[config.mk]
export PLATFORM = sky130hd
export DESIGN_NAME = fpmult_issue_arbiter_flat
export DESIGN_NICKNAME = d
export VERILOG_FILES = /design/src/rtl/fpmult_issue_arbiter_if.sv /design/src/rtl/fpmult_issue_arbiter.sv /design/src/flat_wrapper.sv
export SDC_FILE = /design/constraint.sdc
export NUM_CORES = 1
export LEC_CHECK = 0
export ABC_AREA = 1
export BUFFER_PORTS_ARGS = -buffer_cell sky130_fd_sc_hd__buf_2
export CORE_AREA = 2 2 155 157
export DETAILED_ROUTE_END_ITERATION = 12
export DIE_AREA = 0 0 157 159
export GPL_TIMING_DRIVEN = 0
export HOLD_SLACK_MARGIN = 0.03
export PLACE_DENSITY_LB_ADDON = 0.2
export SYNTH_ARGS = -nofsm -noshare
export SYNTH_HDL_FRONTEND = slang
export SYNTH_SLANG_ARGS = --single-unit
[constraint.sdc]
create_clock -name clk -period 2.8 [get_ports clk]
set_input_delay 0.56 -clock clk [delete_from_list [all_inputs] [get_ports clk]]
set_output_delay 0.56 -clock clk [all_outputs]
set_load 0.01 [all_outputs]
[src/rtl/fpmult_issue_arbiter_if.sv]
// Request/issue/result bundle between four FP-multiply requesters, the issue arbiter and the shared multiplier.
// grant_cnt is only present when FPMULT_ARB_PERF_EN is defined.
interface fpmult_issue_arbiter_if #(
    parameter int WIDTH = 32
);
    logic [3:0]         req_valid;
    logic [3:0]         req_ready;
    logic [4*WIDTH-1:0] req_a;
    logic [4*WIDTH-1:0] req_b;
    logic               mult_valid;
    logic [WIDTH-1:0]   mult_a;
    logic [WIDTH-1:0]   mult_b;
    logic [WIDTH-1:0]   mult_result;
    logic [3:0]         res_valid;
    logic [WIDTH-1:0]   res_data;
`ifdef FPMULT_ARB_PERF_EN
    logic [4*16-1:0]    grant_cnt;

    modport slave (
        input  req_valid, req_a, req_b, mult_result,
        output req_ready, mult_valid, mult_a, mult_b, res_valid, res_data, grant_cnt
    );
    modport master (
        output req_valid, req_a, req_b, mult_result,
        input  req_ready, mult_valid, mult_a, mult_b, res_valid, res_data, grant_cnt
    );
`else
    modport slave (
        input  req_valid, req_a, req_b, mult_result,
        output req_ready, mult_valid, mult_a, mult_b, res_valid, res_data
    );
    modport master (
        output req_valid, req_a, req_b, mult_result,
        input  req_ready, mult_valid, mult_a, mult_b, res_valid, res_data
    );
`endif
endinterface

[src/rtl/fpmult_issue_arbiter.sv]
// Round-robin issue arbiter sharing one pipelined FP multiplier among four requesters, with per-requester
// in-flight limits and result routing by tag. Define FPMULT_ARB_PERF_EN to add saturating grant counters.
module fpmult_issue_arbiter #(
    parameter int WIDTH   = 32,
    parameter int LATENCY = 4,
    parameter int MAX_OUT = 2
) (
    input  logic                 clk,
    input  logic                 rst,
    fpmult_issue_arbiter_if.slave bus
);
    logic [1:0]       pointer;
    logic [2:0]       outstanding [4];
    logic [3:0]       eligible;
    logic [3:0]       grant;
    logic [1:0]       grantId;
    logic [1:0]       scanIdx;
    logic             accept;
    logic [WIDTH-1:0] selA;
    logic [WIDTH-1:0] selB;
    logic [WIDTH-1:0] multA;
    logic [WIDTH-1:0] multB;
    logic [LATENCY:0] tagValid;
    logic [1:0]       tagId [LATENCY+1];
    logic [3:0]       resValid;
    logic [WIDTH-1:0] resData;

    // A result returning this cycle frees its slot, so the owner may be re-granted in the same cycle.
    always_comb begin
        for (int i = 0; i < 4; i++) begin
            eligible[i] = bus.req_valid[i] &&
                          ((outstanding[i] - {2'b00, resValid[i]}) < 3'(MAX_OUT));
        end
    end

    // Scan from lowest priority up so the highest-priority eligible requester is written last.
    always_comb begin
        grant   = 4'b0000;
        grantId = pointer;
        scanIdx = 2'd0;
        for (int k = 3; k >= 0; k--) begin
            scanIdx = pointer + 2'(k);
            if (eligible[scanIdx]) begin
                grant   = 4'b0001 << scanIdx;
                grantId = scanIdx;
            end
        end
    end

    assign accept = |grant;

    always_comb begin
        selA = '0;
        selB = '0;
        for (int i = 0; i < 4; i++) begin
            if (grant[i]) begin
                selA = bus.req_a[i*WIDTH +: WIDTH];
                selB = bus.req_b[i*WIDTH +: WIDTH];
            end
        end
    end

    // Tag stage 0 doubles as the issue strobe; stage LATENCY lines up with mult_result.
    always_ff @(posedge clk or negedge rst) begin
        if (!rst) begin
            pointer  <= '0;
            tagValid <= '0;
            multA    <= '0;
            multB    <= '0;
            resValid <= '0;
            resData  <= '0;
            for (int i = 0; i < 4; i++) outstanding[i] <= '0;
            for (int s = 0; s <= LATENCY; s++) tagId[s] <= '0;
        end else begin
            if (accept) begin
                pointer <= grantId + 2'd1;
                multA   <= selA;
                multB   <= selB;
            end
            tagValid <= {tagValid[LATENCY-1:0], accept};
            tagId[0] <= grantId;
            for (int s = 1; s <= LATENCY; s++) tagId[s] <= tagId[s-1];
            resValid <= tagValid[LATENCY] ? (4'b0001 << tagId[LATENCY]) : 4'b0000;
            if (tagValid[LATENCY]) resData <= bus.mult_result;
            for (int i = 0; i < 4; i++) begin
                case ({grant[i], resValid[i]})
                    2'b10:   outstanding[i] <= outstanding[i] + 3'd1;
                    2'b01:   outstanding[i] <= outstanding[i] - 3'd1;
                    default: outstanding[i] <= outstanding[i];
                endcase
            end
        end
    end

    assign bus.req_ready  = grant;
    assign bus.mult_valid = tagValid[0];
    assign bus.mult_a     = multA;
    assign bus.mult_b     = multB;
    assign bus.res_valid  = resValid;
    assign bus.res_data   = resData;

`ifdef FPMULT_ARB_PERF_EN
    logic [15:0] grantCnt [4];

    always_ff @(posedge clk or negedge rst) begin
        if (!rst) begin
            for (int i = 0; i < 4; i++) grantCnt[i] <= '0;
        end else begin
            for (int i = 0; i < 4; i++) begin
                if (grant[i] && (grantCnt[i] != 16'hFFFF)) grantCnt[i] <= grantCnt[i] + 16'd1;
            end
        end
    end

    assign bus.grant_cnt = {grantCnt[3], grantCnt[2], grantCnt[1], grantCnt[0]};
`endif
endmodule

[src/flat_wrapper.sv]
// flat-port wrapper written by rule: the top's interface ports become plain ports
module fpmult_issue_arbiter_flat 
#(
    parameter int WIDTH   = 32,
    parameter int LATENCY = 4,
    parameter int MAX_OUT = 2
)
  (clk, rst, bus_req_valid, bus_req_a, bus_req_b, bus_mult_result, bus_req_ready, bus_mult_valid, bus_mult_a, bus_mult_b, bus_res_valid, bus_res_data);
  fpmult_issue_arbiter_if #(.WIDTH(WIDTH)) bus_i ();
  input  logic clk;
  input  logic rst;
  input wire logic [$bits(bus_i.req_valid)-1:0] bus_req_valid;
  input wire logic [$bits(bus_i.req_a)-1:0] bus_req_a;
  input wire logic [$bits(bus_i.req_b)-1:0] bus_req_b;
  input wire logic [$bits(bus_i.mult_result)-1:0] bus_mult_result;
  output wire logic [$bits(bus_i.req_ready)-1:0] bus_req_ready;
  output wire logic [$bits(bus_i.mult_valid)-1:0] bus_mult_valid;
  output wire logic [$bits(bus_i.mult_a)-1:0] bus_mult_a;
  output wire logic [$bits(bus_i.mult_b)-1:0] bus_mult_b;
  output wire logic [$bits(bus_i.res_valid)-1:0] bus_res_valid;
  output wire logic [$bits(bus_i.res_data)-1:0] bus_res_data;
  assign bus_i.req_valid = bus_req_valid;
  assign bus_i.req_a = bus_req_a;
  assign bus_i.req_b = bus_req_b;
  assign bus_i.mult_result = bus_mult_result;
  assign bus_req_ready = bus_i.req_ready;
  assign bus_mult_valid = bus_i.mult_valid;
  assign bus_mult_a = bus_i.mult_a;
  assign bus_mult_b = bus_i.mult_b;
  assign bus_res_valid = bus_i.res_valid;
  assign bus_res_data = bus_i.res_data;
  fpmult_issue_arbiter #(.WIDTH(WIDTH), .LATENCY(LATENCY), .MAX_OUT(MAX_OUT)) u_core (.clk(clk), .rst(rst), .bus(bus_i));
endmodule
# Yosys cells after proc, flatten, opt, wreduce, memory -nomap -nowiden
# Cells that the tools add are included.
[word_totals]
regBits = 129
in_bits = 294
output_inout_bits = 105
elab_cells = 90
[classes]
n_addsub = 16
n_lt_le_gt_ge = 8
n_eq_ne = 8
shift = 5
n_mux = 29
reduce_logical = 9
[op_table]
columns = ["cell", "n"]
rows = [
  ["$mux 32", 8],
  ["$pmux 3 s2", 4],
  ["$mux 4", 5],
  ["$shl 1x2->4 const A", 5],
  ["$add 3x1->3 const B", 4],
  ["$lt 2x3->1 const B", 4],
  ["$lt 3x2->1 const B", 4],
  ["$sub 3x1->3", 4],
  ["$sub 3x1->3 const B", 4],
  ["$bmux 1 s2", 4],
  ["$eq 2x1->1 const B", 4],
  ["$eq 2x2->1 const B", 4],
  ["$mux 2", 4],
  ["$reduce_bool 2->1", 4],
  ["$add 2x1->2 const B", 2],
  ["$add 2x2->2 const B", 2],
  ["$logic_and 1x1->1", 4],
  ["$mux 1", 4],
  ["$reduce_or 4->1", 1],
]

# Logic depth before layout (Yosys ltp)
# Gate-level depths: netlist of the first run.
[logic_depth]
ltp_word = 13
ltp_mapped = 23
ltp_nobuf = 22

# Worst setup path before layout of the first run
# OpenSTA, ideal clock, no wires.
[synth_timing]
path_type = "reg2reg"
from = "register u_core.resValid[0] (netlist: u_core.bus.res_valid[0])"
to = "register u_core.outstanding[5] (netlist name)"
setup_ns = 0.131
arrival_time_ns = 2.823
slack_ns = -0.154
stages_incl_launch_ff = 21
path_buffers = 2
path_cell_list = "dfrtp_1 -> inv_1 -> nor2_1 -> ha_1 -> nand2_1 -> nand3b_1 -> nand2_1 -> nand3_1 -> nand2_2 -> nand3_1 -> nand2_1 -> nand2_1 -> nand2_2 -> buf_6 -> buf_2 -> inv_1 -> ha_1 -> fa_1 -> a21oi_1 -> o21ai_0 -> xor2_1"
[synth_between]
elab_chain_len = 11
word_cells_on_any_way = 19
[synth_lines]
columns = ["item", "line_no", "text"]
rows = [
  ["start, declared", "fpmult_issue_arbiter.sv:25", "logic [3:0] resValid;"],
  ["start signal, assigned", "fpmult_issue_arbiter.sv:83", "resValid <= tagValid[LATENCY] ? (4'b0001 << tagId[LATENCY]) : 4'b0000;"],
  ["$sub 3x1->3 (*)", "fpmult_issue_arbiter.sv:32", "((outstanding[i] - {2'b00, resValid[i]}) < 3'(MAX_OUT));"],
  ["$lt 3x2->1 (*)", "fpmult_issue_arbiter.sv:32", ""],
  ["$logic_and 1x1->1 (*)", "fpmult_issue_arbiter.sv:31", "eligible[i] = bus.req_valid[i] &&"],
  ["$bmux 1 s2", "fpmult_issue_arbiter.sv:43", "if (eligible[scanIdx]) begin"],
  ["$mux 1 (implied by the code)", "fpmult_issue_arbiter.sv:43", ""],
  ["$mux 4 (3 in a row)", "fpmult_issue_arbiter.sv:43", ""],
  ["$mux 4 (*)", "fpmult_issue_arbiter.sv:43", ""],
  ["via bus_req_ready[2]", "flat_wrapper.sv:16", "output wire logic [$bits(bus_i.req_ready)-1:0] bus_req_ready;"],
  ["$eq 2x1->1 or $eq 2x2->1 (tied branches)", "fpmult_issue_arbiter.sv:86", "case ({grant[i], resValid[i]})"],
  ["$pmux 3 s2 or $reduce_bool 2->1 (tied branches)", "--", ""],
  ["end signal, assigned by index", "fpmult_issue_arbiter.sv:87", "2'b10: outstanding[i] <= outstanding[i] + 3'd1;"],
  ["end signal, assigned by index", "fpmult_issue_arbiter.sv:88", "2'b01: outstanding[i] <= outstanding[i] - 3'd1;"],
  ["end signal, assigned by index", "fpmult_issue_arbiter.sv:89", "default: outstanding[i] <= outstanding[i];"],
  ["end, declared", "fpmult_issue_arbiter.sv:13", "logic [2:0] outstanding [4];"],
]
# The timed path passes the listed nets; every way through them passes the cells marked *. The select of a mux whose other input is x is not followed.
# A chain may end at the register's enable or synchronous reset.

# Worst setup path in the final report of the first run
[layout_timing]
from = "register u_core.resValid[2] (netlist: u_core.bus.res_valid[2])"
to = "output bus_req_ready[2]"
[layout_between]
elab_chain_len = 9
word_cells_on_any_way = 15
[layout_lines]
columns = ["item", "line_no"]
rows = [
  ["$sub 3x1->3 (*)", "fpmult_issue_arbiter.sv:32"],
  ["$lt 3x2->1 (*)", "fpmult_issue_arbiter.sv:32"],
  ["$logic_and 1x1->1 (*)", "fpmult_issue_arbiter.sv:31"],
  ["$bmux 1 s2", "fpmult_issue_arbiter.sv:43"],
  ["$mux 1 (implied by the code)", "fpmult_issue_arbiter.sv:43"],
  ["$mux 4 (3 in a row)", "fpmult_issue_arbiter.sv:43"],
  ["$mux 4 (*)", "fpmult_issue_arbiter.sv:43"],
  ["end, declared", "flat_wrapper.sv:16"],
]
# Every way passes the cells marked *; elsewhere a longest branch is shown, timed or not. The select of a mux whose other input is x is not followed.

==> flow_summary.toml, run 1 <==
[status]
status = "complete, but fails checks"
violations = "setup timing"

[timing]
skew_ns = 0.0138
finalCritPeriodShare_pct = 109
slew_headroom_pct = 61.5
setup_viol = 12
drv_slew = 0
layout_min_cycle_time_ns = 3.04
worst_slew_pin_slew_ns = 0.578
rsz0062_at_grt = "true"
max_freq_mhz = 329
setup_ws_ns = -0.239
whs_ns = 0.104
hold_viol = 0

[grt]
grt_max_degree = 76
grt_overflow = 0
grt_pass1_vias = 8966
grt_pass1_wl_um = 48500
grt_usage_pct = 25.3
antenna_found_initial = 3

[run]
maxCapViolCount = 0

[logic_synthesis]
yosysSeqAreaShare_pct = 40.1
synth_common_cells = "nand2_1 (523), a21oi_1 (139), dfrtp_1 (129)"
ys_ff_latch = 129
ys_async_sr_fraction_pct = 100
synth_warnings = 0
synth_edf_count = 0
synth_cell_types = 28
synth_top_area_share_pct = 40.1
syn-cell-area_um2 = 8050
syn_inst = 1173
synth_ff_type = "dfrtp_1"
syn_area_per_cell_um2 = 6.87
synth_area_leader_cell = "dfrtp_1"
synth.most_common_cell = "nand2_1"
netlist_top_cells_area = "dfrtp_1 (40%), nand2_1 (24%), a21oi_1 (8.6%), nand3_1 (4.9%), inv_1 (4.2%)"
synth_nets = 1486

[setup_path]
critPathKind = "flop to output pin"
endpoint = "bus_req_ready[2]"
cp-start-kind = "flop"
rr_endpoint = "u_core.outstanding[5]"
r2r_cells = 21
cp_data_arrival_time_ns = 2.48
worstPathRequired_ns = 2.24
worstPathMaxFanout = 5
reg2reg_slack_ns = -0.23
regToRegStartpoint = "u_core.bus.res_valid[2]"
worstSetupStartpoint = "u_core.bus.res_valid[2]"
end_kind = "output pin"

[finish]
final_area_um2 = 12600
seqCellArea_um2 = 3230
drive_gt1_share_pct = 41.2
syn_to_final_growth_pct = 57.0
fill_cells = 2286
fin_nets = 1957
multi_input_area_um2 = 4470

[floorplan]
ios = 399
die_area_um2 = 25000
core-area_um2 = 23200
start_util_pct = 34.7
row_count = 56
die_y_um = 159
die_x_um = 157

[place]
pre_cts_ws_ns = -0.442
dp_hpwl_um = 23700
placed_area_um2 = 10500
port-buffer-count = 398
place.gp.congestion = 0.863

[cts]
clock_sinks = 129
clock_latency_ns = 0.42
numCtsBuffers = 17
cts_tree = "built"
clockBufferDepth = 2
cts.clk_slew.worst_paths_ns = 0.06
htree_num_levels = 4
root_buffer = "clkbuf_16"
hold_buffers = 0

[detailed_routing]
initialDrtViolationCount = 550
drt_wl_total_um = 34400
drtPass1Iterations = 7
antenna_left = 0
via_per_inst = 4.71
drc = 0
wl_per_cell_um = 17.4
dr_total_vias = 9322

[power_and_ir_drop]
power_mw = 4.64
power_density_nw_per_um2 = 367
ir_worst_vdd_v = 0.000285
power.leakage_nw = 7.24

[hold_path]
hold_path.class = "input pin to asynchronous set/reset pin"
[how the worst min path moves through the flow]
stage	depth (start not counted)	end	slack, ns
after floorplan	0	u_core.bus.mult_a[0]	0.26
after global placement	0	u_core.tagId[6]	0.33
after detailed placement	0	u_core.tagValid[2]	0.33
after CTS	1	u_core.bus.mult_b[29]	0.13
after global routing	1	u_core.bus.mult_b[29]	0.13
final	1	u_core.bus.mult_b[29]	0.10
[layout make-up]
type | count | area share [%]
Antenna cell | 3 | 0.0594
Buffer | 69 | 6.33
Clock buffer | 20 | 3.53
Clock inverter | 11 | 1.60
Inverter | 102 | 3.09
Multi-Input combinational cell | 872 | 35.3
Sequential cell | 129 | 25.6
Tap cell | 319 | 3.16
Timing Repair Buffer | 453 | 21.3
[flip-flops by register name, summed over array words and instances (netlist names)]
signal,flops
u_core.bus.mult_b,32
u_core.tagValid,5
u_core.tagId,10
u_core.bus.res_data,32
u_core.outstanding,12
u_core.bus.mult_a,32
u_core.pointer,2
u_core.bus.res_valid,4
[what timing repair did]
item / CTS / global route
cloned: 0 / 13
setup buffers: 30 / 13
gates resized for setup: 61 / 222
setup endpoints to repair: 21 / 79
pin swaps: 27 / 61
endpoints found under the hold margin: 0 / 0
[critical path, cell delays in order (launching register included)]
cell and delay, ns:
dfrtp_1 0.38, inv_1 0.06, nor2_1 0.04, ha_1 0.26, nand2_1 0.04, nand3b_1 0.23, nand2_2 0.16, nand3_4 0.09
nand2_4 0.13, inv_4 0.06, nand3_2 0.05, nand2_1 0.05, nand2_1 0.07, nand2_2 0.08, buf_12 0.13, buf_12 0.12
buf_6 0.11
[layout by cell type, fill, tap and decap left out, types with 5 or more instances in the layout]
cell / instances
or2_0: 44
buf_2: 397
bufinv_16: 5
nand2_1: 511
xor2_1: 5
inv_1: 86
or2_1: 5
a21oi_2: 61
buf_4: 41
clkbuf_16: 28
nand2_4: 6
nand2_2: 13
buf_8: 14
buf_6: 30
buf_12: 14
o21ai_1: 5
clkbuf_2: 6
nand3_1: 73
or2_2: 14
a21oi_1: 76
dfrtp_1: 127
nor2_1: 9
clkbuf_1: 9
nand3_2: 7
inv_2: 12
ha_1: 12
[logic make-up (layout without fill, tap and decap cells)]
kind of cell | after synthesis | count (layout) | synth area share [%]
AOI/OAI and AO/OA | 147 | 147 | 9.18
and+or+nand+nor | 697 | 697 | 36.5
buffers and inverters | 172 | 655 | 9.93
other | 0 | 3 | 0
adders and majority gates | 19 | 19 | 3.32
DFF | 129 | 129 | 40.1
xor gates and xnor gates | 9 | 9 | 0.979
[metrics by stage]
stage	setup TNS (ns)	cells	utilization (%)
after CTS	-1.20	1951	50.0
after floorplan	0	1173	-
after detailed placement	-3.53	1891	45.3
after global placement	-97.37	1890	45.2
final	-1.89	1978	54.5
after global routing	-9.67	1976	54.5
[where the power goes]
part / switching (mW) / internal [mW]
sequential: 0 / 1.86
combinational: 0.128 / 0.155
clock: 0.883 / 1.61
[layer usage]
layer  GRT usage (%)  share of wire (%)  routed length, um  up-vias
met5               0              0.020                  7        -
met4            6.34                2.2                757        2
met3            6.56                7.2               2490       57
met2            45.6                 51              17600      375
met1            29.6                 40              13600     4311
li1                -                  -                  -     4577
Note: power is estimated with default switching activity, not from simulation.
==> run 2, diff against run 1 <==
CELL_PAD_IN_SITES_DETAIL_PLACEMENT = 0   (was not set)
CELL_PAD_IN_SITES_GLOBAL_PLACEMENT = 1   (was not set)
CORE_AREA = not set   (was 2 2 155 157)
CORE_MARGIN = 2   (was not set)
CORE_UTILIZATION = 28   (was not set)
DIE_AREA = not set   (was 0 0 157 159)
SKIP_LAST_GASP = 1   (was not set)
==> flow_summary.toml, run 2 (synthesized netlist as in run 1, its figures left out) <==
[place]
place.gp.congestion = 0.853
dp_hpwl_um = 25100
port-buffer-count = 398

[timing]
rsz0062_at_grt = "true"
max_freq_mhz = 321
layout_min_cycle_time_ns = 3.12
hold_viol = 0
setup_ws_ns = -0.316
fin_setup_tns_ns = -2.77
slew_headroom_pct = 63.5
worst_slew_pin_slew_ns = 0.547
skew_ns = 0.0161
setup_viol = 27
drv_slew = 0
finalCritPeriodShare_pct = 111

[power_and_ir_drop]
power_mw = 4.47
ir_worst_vdd_v = 0.000371
power.leakage_nw = 7.31
power_density_nw_per_um2 = 347

[setup_path]
cp_data_arrival_time_ns = 2.56
regToRegStartpoint = "u_core.pointer[1]"
end_kind = "output pin"
worstPathCellList = "inv_1, nor2_1, ha_1, nand2_1, nand3b_1, nand2_2, nand3_4, nand2_8, inv_4, nor2_1, nor2_1, nand2_2, nand2_4, buf_12, buf_12, buf_6"
cp_slowest_cell = "dfrtp_1"
r2r_cells = 17
rr_endpoint = "u_core.outstanding[8]"
endpoint = "bus_req_ready[2]"
worstPathRequired_ns = 2.24
reg2reg_slack_ns = -0.21
worstSetupStartpoint = "u_core.bus.res_valid[0]"
worstPathMaxFanout = 7
path_common_cell = "nor2_1"
slowest_delay_ns = 0.40
critPathKind = "flop to output pin"
cp-start-kind = "flop"

[finish]
fill_cells = 3117
syn_to_final_growth_pct = 59.8
multi_input_area_um2 = 4500
seqCellArea_um2 = 3230
drive_gt1_share_pct = 42.5
final_cell_mix = "nand2_1 (465), buf_2 (396), dfrtp_1 (125)"
utilization_pct = 45.1
fin_nets = 1977
final_common_cell = "nand2_1"

[cts]
clock_sinks = 129
cts_tree = "built"
clockBufferDepth = 2
clock_latency_ns = 0.42
hold_buffers = 0
cts.clk_slew.worst_paths_ns = 0.07
htree_num_levels = 4
numCtsBuffers = 17
root_buffer = "clkbuf_16"

[grt]
grt_pass1_vias = 8875
grt_max_degree = 93
grt_overflow = 0
grt_usage_pct = 21.6
grt_pass1_wl_um = 50100
antenna_found_initial = 7

[detailed_routing]
antenna_left = 0
via_per_inst = 4.48
wl_per_cell_um = 17.0
drtPass1Iterations = 4
drc = 0
drt_wl_total_um = 35200
initialDrtViolationCount = 412
dr_total_vias = 9267

[status]
violations = "setup timing"
status = "complete, but fails checks"

[hold_path]
hold_path.class = "input pin to asynchronous set/reset pin"

[run]
maxCapViolCount = 0

[floorplan]
die_x_um = 174
start_util_pct = 28.2
die_area_um2 = 30100
row_count = 62
ios = 399
core-area_um2 = 28500
die_y_um = 174
## run 2: per-layer routing
| layer | up-vias | wire length [um] | track usage, % |
|---|---|---|---|
| li1 | 4619 | - | - |
| met1 | 4260 | 14600 | 25.8 |
| met2 | 329 | 17600 | 38.2 |
| met3 | 55 | 2190 | 5.46 |
| met4 | 4 | 768 | 6.41 |
| met5 | - | 26 | 0 |
## run 2: layout make-up
cell class	instances	share of cell area, %
well taps	384	3.73
repair buffers	473	22.6
plain buffers	69	5.71
flip-flops and latches	129	25.1
clock buffers	18	3.34
multi-input cells	872	34.9
diodes	6	0.117
inverters	102	3.09
clock inverters	14	1.30
## run 2: how the worst min path moves through the flow
stage | start | to | slack, ns | cells after the start
floorplan | rst | u_core.bus.mult_a[0] | 0.26 | 0
global placement | u_core.tagId[6] | u_core.tagId[4] | 0.33 | 0
detailed placement | u_core.tagId[4] | u_core.tagId[2] | 0.33 | 0
CTS | rst | u_core.outstanding[1] | 0.04 | 1
global route | rst | u_core.outstanding[1] | 0.05 | 1
finish | rst | u_core.outstanding[1] | 0.03 | 1
## run 2: repair_timing
| action | in CTS | in global routing |
|---|---|---|
| setup endpoints to repair | 16 | 79 |
| resized for setup | 51 | 233 |
| buffers inserted | 27 | 41 |
| gates cloned | 0 | 14 |
| pin swaps | 19 | 73 |
## run 2: per-stage QoR
stage,area (um2),setup slack [ns],hold slack (ns),cells
floorplan,8090,0.00185,0.264,1173
global placement,10600,-0.807,0.332,1955
detailed placement,10600,-0.429,0.335,1956
CTS,11600,-0.301,0.0364,2015
global route,12900,-0.455,0.0493,2065
finish,12900,-0.316,0.0312,2067
## run 2: critical path, delay by kind of cell (launching register included)
family                     cells  cell delay (ns)
adders and majority gates      1             0.26
and+or+nand+nor               10             1.01
buffers and inverters          5             0.46
DFF                            1             0.40
## run 2: power by group
group	total [mW]	switching, mW	internal (mW)
Combinational	0.282	0.127	0.155
Clock	2.32	0.975	1.35
Sequential	1.86	0	1.86
Total	4.47	1.10	3.36
